$ cat config.mk
export PLATFORM = sky130hd
export DESIGN_NAME = exc_ctrl
export DESIGN_NICKNAME = d
export VERILOG_FILES = /design/src/rtl/exc_ctrl.sv
export SDC_FILE = /design/constraint.sdc
export NUM_CORES = 1
export LEC_CHECK = 0
export CORE_MARGIN = 2
export CORE_UTILIZATION = 57
export CTS_CLUSTER_DIAMETER = 30
export DETAILED_ROUTE_END_ITERATION = 8
export DONT_BUFFER_PORTS = 1
export GPL_TIMING_DRIVEN = 0
export PLACE_DENSITY = 0.75
export SYNTH_ARGS = -nofsm -noshare
export SYNTH_HDL_FRONTEND = slang
export SYNTH_SLANG_ARGS = --single-unit
$ cat constraint.sdc
create_clock -name clk -period 3.2 [get_ports clk]
set_input_delay 0.64 -clock clk [delete_from_list [all_inputs] [get_ports clk]]
set_output_delay 0.64 -clock clk [all_outputs]
set_load 0.03 [all_outputs]
$ cat src/rtl/exc_ctrl.sv
// Exception/interrupt sequencer for the multicycle MIPS CPU: prioritises traps and
// interrupts, sequences EPC/Cause/Status writes into CP0, handles eret and issues PC redirects.
module exc_ctrl #(
    parameter logic [31:0] HANDLER_ADDR = 32'h00400004,
    parameter logic [4:0]  STATUS_ADDR  = 5'd12,
    parameter logic [4:0]  CAUSE_ADDR   = 5'd13,
    parameter logic [4:0]  EPC_ADDR     = 5'd14
) (
    input  logic        clk,
    input  logic        rst,
    input  logic        req_sys,
    input  logic        req_brk,
    input  logic        req_teq,
    input  logic [5:0]  irq,
    input  logic        req_eret,
    input  logic [31:0] cur_pc,
    input  logic [31:0] status_in,
    input  logic [31:0] epc_in,
    input  logic        dp_we,
    input  logic [4:0]  dp_addr,
    input  logic [31:0] dp_wdata,
    output logic        cp0_we,
    output logic [4:0]  cp0_waddr,
    output logic [31:0] cp0_wdata,
    output logic        busy,
    output logic        redirect_valid,
    output logic [31:0] redirect_pc,
    output logic        exc_taken,
    output logic [3:0]  exc_code
);

    typedef enum logic [2:0] {
        IDLE,
        W_EPC,
        W_CAUSE,
        W_STATUS,
        ER_STATUS,
        REDIR
    } state_t;

    localparam logic [3:0] CODE_INT = 4'd0;
    localparam logic [3:0] CODE_SYS = 4'd8;
    localparam logic [3:0] CODE_BRK = 4'd9;
    localparam logic [3:0] CODE_TEQ = 4'd13;

    state_t      state, state_next;
    logic [31:0] cap_pc;
    logic [31:0] cap_status;
    logic [31:0] cap_epc;
    logic        cap_is_exc;

    logic        gie;
    logic        sys_ok, brk_ok, teq_ok;
    logic [5:0]  irq_ok;
    logic        exc_any;
    logic        accept_exc, accept_eret;
    logic [3:0]  code_sel;

    // Eligibility is evaluated against the live Status so a held request is
    // re-judged every IDLE cycle, including the one right after a redirect.
    assign gie     = status_in[0];
    assign sys_ok  = gie & req_sys & status_in[1];
    assign brk_ok  = gie & req_brk & status_in[2];
    assign teq_ok  = gie & req_teq & status_in[3];
    assign irq_ok  = gie ? (irq & status_in[13:8]) : 6'b0;
    assign exc_any = sys_ok | brk_ok | teq_ok | (|irq_ok);

    assign accept_exc  = (state == IDLE) & exc_any;
    assign accept_eret = (state == IDLE) & req_eret & ~exc_any;

    always_comb begin
        code_sel = CODE_INT;
        if (sys_ok)      code_sel = CODE_SYS;
        else if (brk_ok) code_sel = CODE_BRK;
        else if (teq_ok) code_sel = CODE_TEQ;
    end

    // NOTE: sequential state uses non-blocking assignments so every register
    // samples the pre-edge values, independent of block ordering.
    always_ff @(posedge clk or posedge rst) begin
        if (rst) state <= IDLE;
        else     state <= state_next;
    end

    always_ff @(posedge clk or posedge rst) begin
        if (rst) begin
            cap_pc     <= '0;
            cap_status <= '0;
            cap_epc    <= '0;
            cap_is_exc <= 1'b0;
            exc_code   <= '0;
        end else if (accept_exc) begin
            cap_pc     <= cur_pc;
            cap_status <= status_in;
            cap_is_exc <= 1'b1;
            exc_code   <= code_sel;
        end else if (accept_eret) begin
            cap_status <= status_in;
            cap_epc    <= epc_in;
            cap_is_exc <= 1'b0;
        end
    end

    // NOTE: every combinational output gets a default first so no path through
    // the case statement can infer a latch.
    always_comb begin
        state_next = state;
        case (state)
            IDLE: begin
                if (accept_exc)       state_next = W_EPC;
                else if (accept_eret) state_next = ER_STATUS;
            end
            W_EPC:     state_next = W_CAUSE;
            W_CAUSE:   state_next = W_STATUS;
            W_STATUS:  state_next = REDIR;
            ER_STATUS: state_next = REDIR;
            REDIR:     state_next = IDLE;
            default:   state_next = IDLE;
        endcase
    end

    always_comb begin
        cp0_we         = 1'b0;
        cp0_waddr      = '0;
        cp0_wdata      = '0;
        busy           = 1'b1;
        redirect_valid = 1'b0;
        redirect_pc    = '0;
        exc_taken      = 1'b0;
        case (state)
            IDLE: begin
                busy = 1'b0;
                // Reset only parks the FSM in IDLE, so the input paths are gated
                // here to keep the outputs quiet while rst is held.
                if (!rst) begin
                    busy = accept_exc | accept_eret;
                    if (!busy) begin
                        cp0_we    = dp_we;
                        cp0_waddr = dp_addr;
                        cp0_wdata = dp_wdata;
                    end
                end
            end
            W_EPC: begin
                cp0_we    = 1'b1;
                cp0_waddr = EPC_ADDR;
                cp0_wdata = cap_pc;
            end
            W_CAUSE: begin
                cp0_we    = 1'b1;
                cp0_waddr = CAUSE_ADDR;
                cp0_wdata = {26'b0, exc_code, 2'b0};
            end
            W_STATUS: begin
                cp0_we    = 1'b1;
                cp0_waddr = STATUS_ADDR;
                cp0_wdata = cap_status << 5;
            end
            ER_STATUS: begin
                cp0_we    = 1'b1;
                cp0_waddr = STATUS_ADDR;
                cp0_wdata = cap_status >> 5;
            end
            REDIR: begin
                redirect_valid = 1'b1;
                redirect_pc    = cap_is_exc ? HANDLER_ADDR : cap_epc;
                exc_taken      = cap_is_exc;
            end
            default: busy = 1'b0;
        endcase
    end

endmodule

==> flow_metrics.env <==
export IMPL_status="finished with violations"
export IMPL_failed_checks="negative setup slack"
export IMPL_path_clk_slew_ns=0.10
export IMPL_switching_share_pct=43.8
export IMPL_layoutNonFillerInstCount=557
export IMPL_period_share_pct=106
export IMPL_drc=0
export IMPL_synth_fp_nets=577
export IMPL_pwr_share_comb_pct=49.8
export IMPL_yosysTopAreaCell="dfrtp_1"
export IMPL_overflow=0
export IMPL_worst_slack_ns=-0.191
export IMPL_die_h_um=99.6
export IMPL_cts_buffers=9
export IMPL_worstSetupStartpoint="req_sys"
export IMPL_r2r_start="state[0]"
export IMPL_vias=3585
export IMPL_p_clk_share_pct=13.1
export IMPL_insertion_delay_ns=0.36
export IMPL_yosys_register_bits=103
export IMPL_hold_buffers=0
export IMPL_drt_pass1_iterations=4
export IMPL_synth_cells=431
export IMPL_cp_depth=4
export IMPL_fillers=703
export IMPL_crit_arrival_ns=2.75
export IMPL_synthesis_area_mm2=0.00521
export IMPL_nNetsFinal=590
export IMPL_core_region_area_mm2=0.00881
export IMPL_routed_wl_um=13100
export IMPL_ff2ff_path_depth=6
export IMPL_grt_start_max_net_pins=43
export IMPL_cts_tree="yes"
export IMPL_postSynthAreaPerCell_um2=12.1
export IMPL_critPathSlowestCell="o32ai_1"
export IMPL_synth_edff_count=0
export IMPL_start_util_pct=59.2
export IMPL_gp_congestion=0.940
export IMPL_grt_pass1_wl_um=20300
export IMPL_worstPathCellList="a222oi_1 -> a41o_2 -> nand3_1 -> o32ai_1"
export IMPL_crit_fanout=8
export IMPL_port_buffers=0
export IMPL_period_minus_slack_ns=3.39
export IMPL_synth_top_flop_cell="dfrtp_1"
export IMPL_place_inst=541
export IMPL_finClkSkew_ns=0.00777
export IMPL_p_int_mw=3.62
export IMPL_fin_area_mm2=0.00562
export IMPL_cts_root_buf="clkbuf_8"
export IMPL_hold_viol=0
export IMPL_r2r_end="cap_epc[15]"
export IMPL_power_density_mw_per_mm2=1150
export IMPL_setup_viol=5
export IMPL_crit_path_start_kind="primary input"
export IMPL_synth_seq_area_share_pct=49.5
export IMPL_r2r_setup_slack_ns=0.84
export IMPL_seqCellArea_mm2=0.00258
export IMPL_dieWidth_um=99.6
export IMPL_rsz0062_at_grt="yes"
export IMPL_multi_input_area_mm2=0.00243
export IMPL_power_leakage_nw=2.43
export IMPL_power_switching_mw=2.83
export IMPL_hpwl_um=10300
export IMPL_p_seq_share_pct=37.1
export IMPL_ant_nets=0
export IMPL_synthTopCellsByArea="dfrtp_1 49%, mux2_2 20%, mux2i_1 5.2%, a221o_1 4.4%, and2_1 4.1%"
export IMPL_critical_path_buf_inv_count=0
export IMPL_cts_buffer_depth=2
export IMPL_drive_gt1_share_pct=32.1
export IMPL_track_usage_pct=26.8
export IMPL_fmax_mhz=295
export IMPL_drt_iter0_markers=92
export IMPL_critPathKind="in2out"
export IMPL_antenna_found_initial=0
export IMPL_hold_ws_ns=0.209
export IMPL_cpPeakStageDelay_ns=0.93
export IMPL_grt_pass1_vias=3735
export IMPL_post_drt_wl_per_cell_um=23.6
export IMPL_cts_sinks=103
export IMPL_path_delay_family="compound AO/OA/AOI/OAI gates"
export IMPL_crit_required_ns=2.56
export IMPL_crit_end="cp0_wdata[30]"
export IMPL_cts_htree_levels=3
export IMPL_async_reset_ff_share_pct=100
export IMPL_ioPinCount=223
export IMPL_maxSlewHeadroom_pct=30.0
export IMPL_antenna_cells=0
export IMPL_dpl_cell_area_mm2=0.00539
export IMPL_area_delta_synth_final_pct=7.90
export IMPL_dieArea_mm2=0.00992
export IMPL_crit_path_end_kind="primary output"
export IMPL_viasPerCell=6.44
export IMPL_num_rows=34
export IMPL_synth_top_cell_area_share_pct=49.5
export IMPL_finalSetupTns_ns=-0.917
export IMPL_worst_pin_slew_ns=1.05
export IMPL_hold_class="in2async"
export IMPL_finalMaxSlewViolations=0
export IMPL_yosys_warnings=0
export IMPL_peakVddDrop_v=0.000597
export IMPL_final_util_pct=63.8
export IMPL_synthDistinctLibCells=40
export IMPL_maxCapViolCount=0
## area by class of cell
| type | instances | area share (%) |
|---|---|---|
| flip-flops and latches | 103 | 45.9 |
| multi-input cells | 289 | 43.2 |
| plain buffers | 29 | 3.43 |
| clock buffers | 10 | 2.45 |
| well taps | 108 | 2.40 |
| clock inverters | 6 | 1.20 |
| inverters | 10 | 0.735 |
| repair buffers | 2 | 0.712 |
## power groups by stage
stage          Combinational, mW  Sequential (mW)  Clock [mW]
6_report                    3.21             2.39       0.846
5_1_grt                     3.43             2.48       0.907
4_1_cts                     3.22             2.39       0.855
3_5_place_dp                3.19             2.43           0
3_3_place_gp                3.11             2.39           0
2_1_floorplan               2.71             2.27           0
## state kept, by name, summed over array words and instances, names as in the netlist
signal,cells
cap_epc,32
cap_pc,32
state,3
cap_is_exc,1
exc_code,3
cap_status,32
## Yosys cell counts (all sizes together), types with 3 or more instances
cell and number:
nor3 4, mux2i 27, o21ai 4, nor2 34, mux2 96, nand3 3, o32ai 5, buf 17
a22oi 9, inv 10, clkbuf 12, nand2 18, dfrtp 103, a21oi 6, nor2b 4, a221o 23
and2 34, and3 3, o2bb2ai 4
## cells by family after synthesis
kind of cell | synth area share (%)
multiplexers | 25.9
flip-flops | 49.5
AND/OR/NAND/NOR | 9.97
AO/OA/AOI/OAI | 10.1
buffers and inverters | 4.30
XOR/XNOR | 0.168
other | 0.0720
## layout by cell type (no fill, tap or decap), types with 2 or more instances in the layout
cell | synthesis | layout
dfrtp_1 | 103 | 103
mux2_2 | 94 | 94
nor2_1 | 34 | 34
and2_1 | 34 | 34
mux2i_1 | 27 | 27
a221o_1 | 23 | 23
nand2_1 | 17 | 17
clkbuf_8 | 1 | 11
inv_1 | 10 | 9
a22oi_1 | 9 | 8
clkbuf_1 | 11 | 7
buf_4 | 7 | 7
a21oi_1 | 5 | 5
buf_6 | 5 | 5
o32ai_1 | 5 | 5
buf_2 | 3 | 4
nor2b_1 | 4 | 4
o21ai_0 | 4 | 4
clkbuf_2 | 0 | 4
o2bb2ai_1 | 4 | 4
nor3_2 | 1 | 3
and3_1 | 3 | 3
nand3_1 | 3 | 3
clkinvlp_4 | 0 | 3
a211oi_1 | 2 | 2
mux2_1 | 2 | 2
a31oi_1 | 2 | 2
buf_12 | 0 | 2
## what timing repair did
| action | 4_1_cts | 5_1_grt |
|---|---|---|
| setup endpoints to repair | 21 | 27 |
| buffers inserted | 0 | 0 |
| resized for setup | 7 | 3 |
| pin swaps | 0 | 1 |
## per-stage QoR
step           worst slack [ns]  power [mW]
3_3_place_gp             -0.115        5.49
4_1_cts                  -0.157        6.47
2_1_floorplan             0.197        4.98
6_report                 -0.191        6.45
3_5_place_dp             -0.142        5.62
5_1_grt                  -0.264        6.82
## how the worst min path moves through the flow
| stage | start | slack [ns] | end | cells past startpoint |
|---|---|---|---|---|
| final | rst | 0.21 | cap_epc[2] | 1 |
| after CTS | rst | 0.20 | cap_epc[2] | 1 |
| after global routing | rst | 0.23 | cap_pc[5] | 1 |
| after detailed placement | cap_epc[23] | 0.48 | cap_epc[23] | 1 |
| after floorplan | cap_epc[23] | 0.45 | cap_epc[23] | 1 |
| after global placement | cap_epc[23] | 0.46 | cap_epc[23] | 1 |
## per-layer routing
layer  vias up  share of wire, %  wire length [µm]  track usage, %
li1       1587                 -                 -               -
met1      1812                41              5380            34.2
met2       162                50              6590            44.2
met3        24               6.5               853            6.25
met4         0               2.4               313            10.7
met5         -                 0                 0               0
Power figures use the tool's default switching activity.
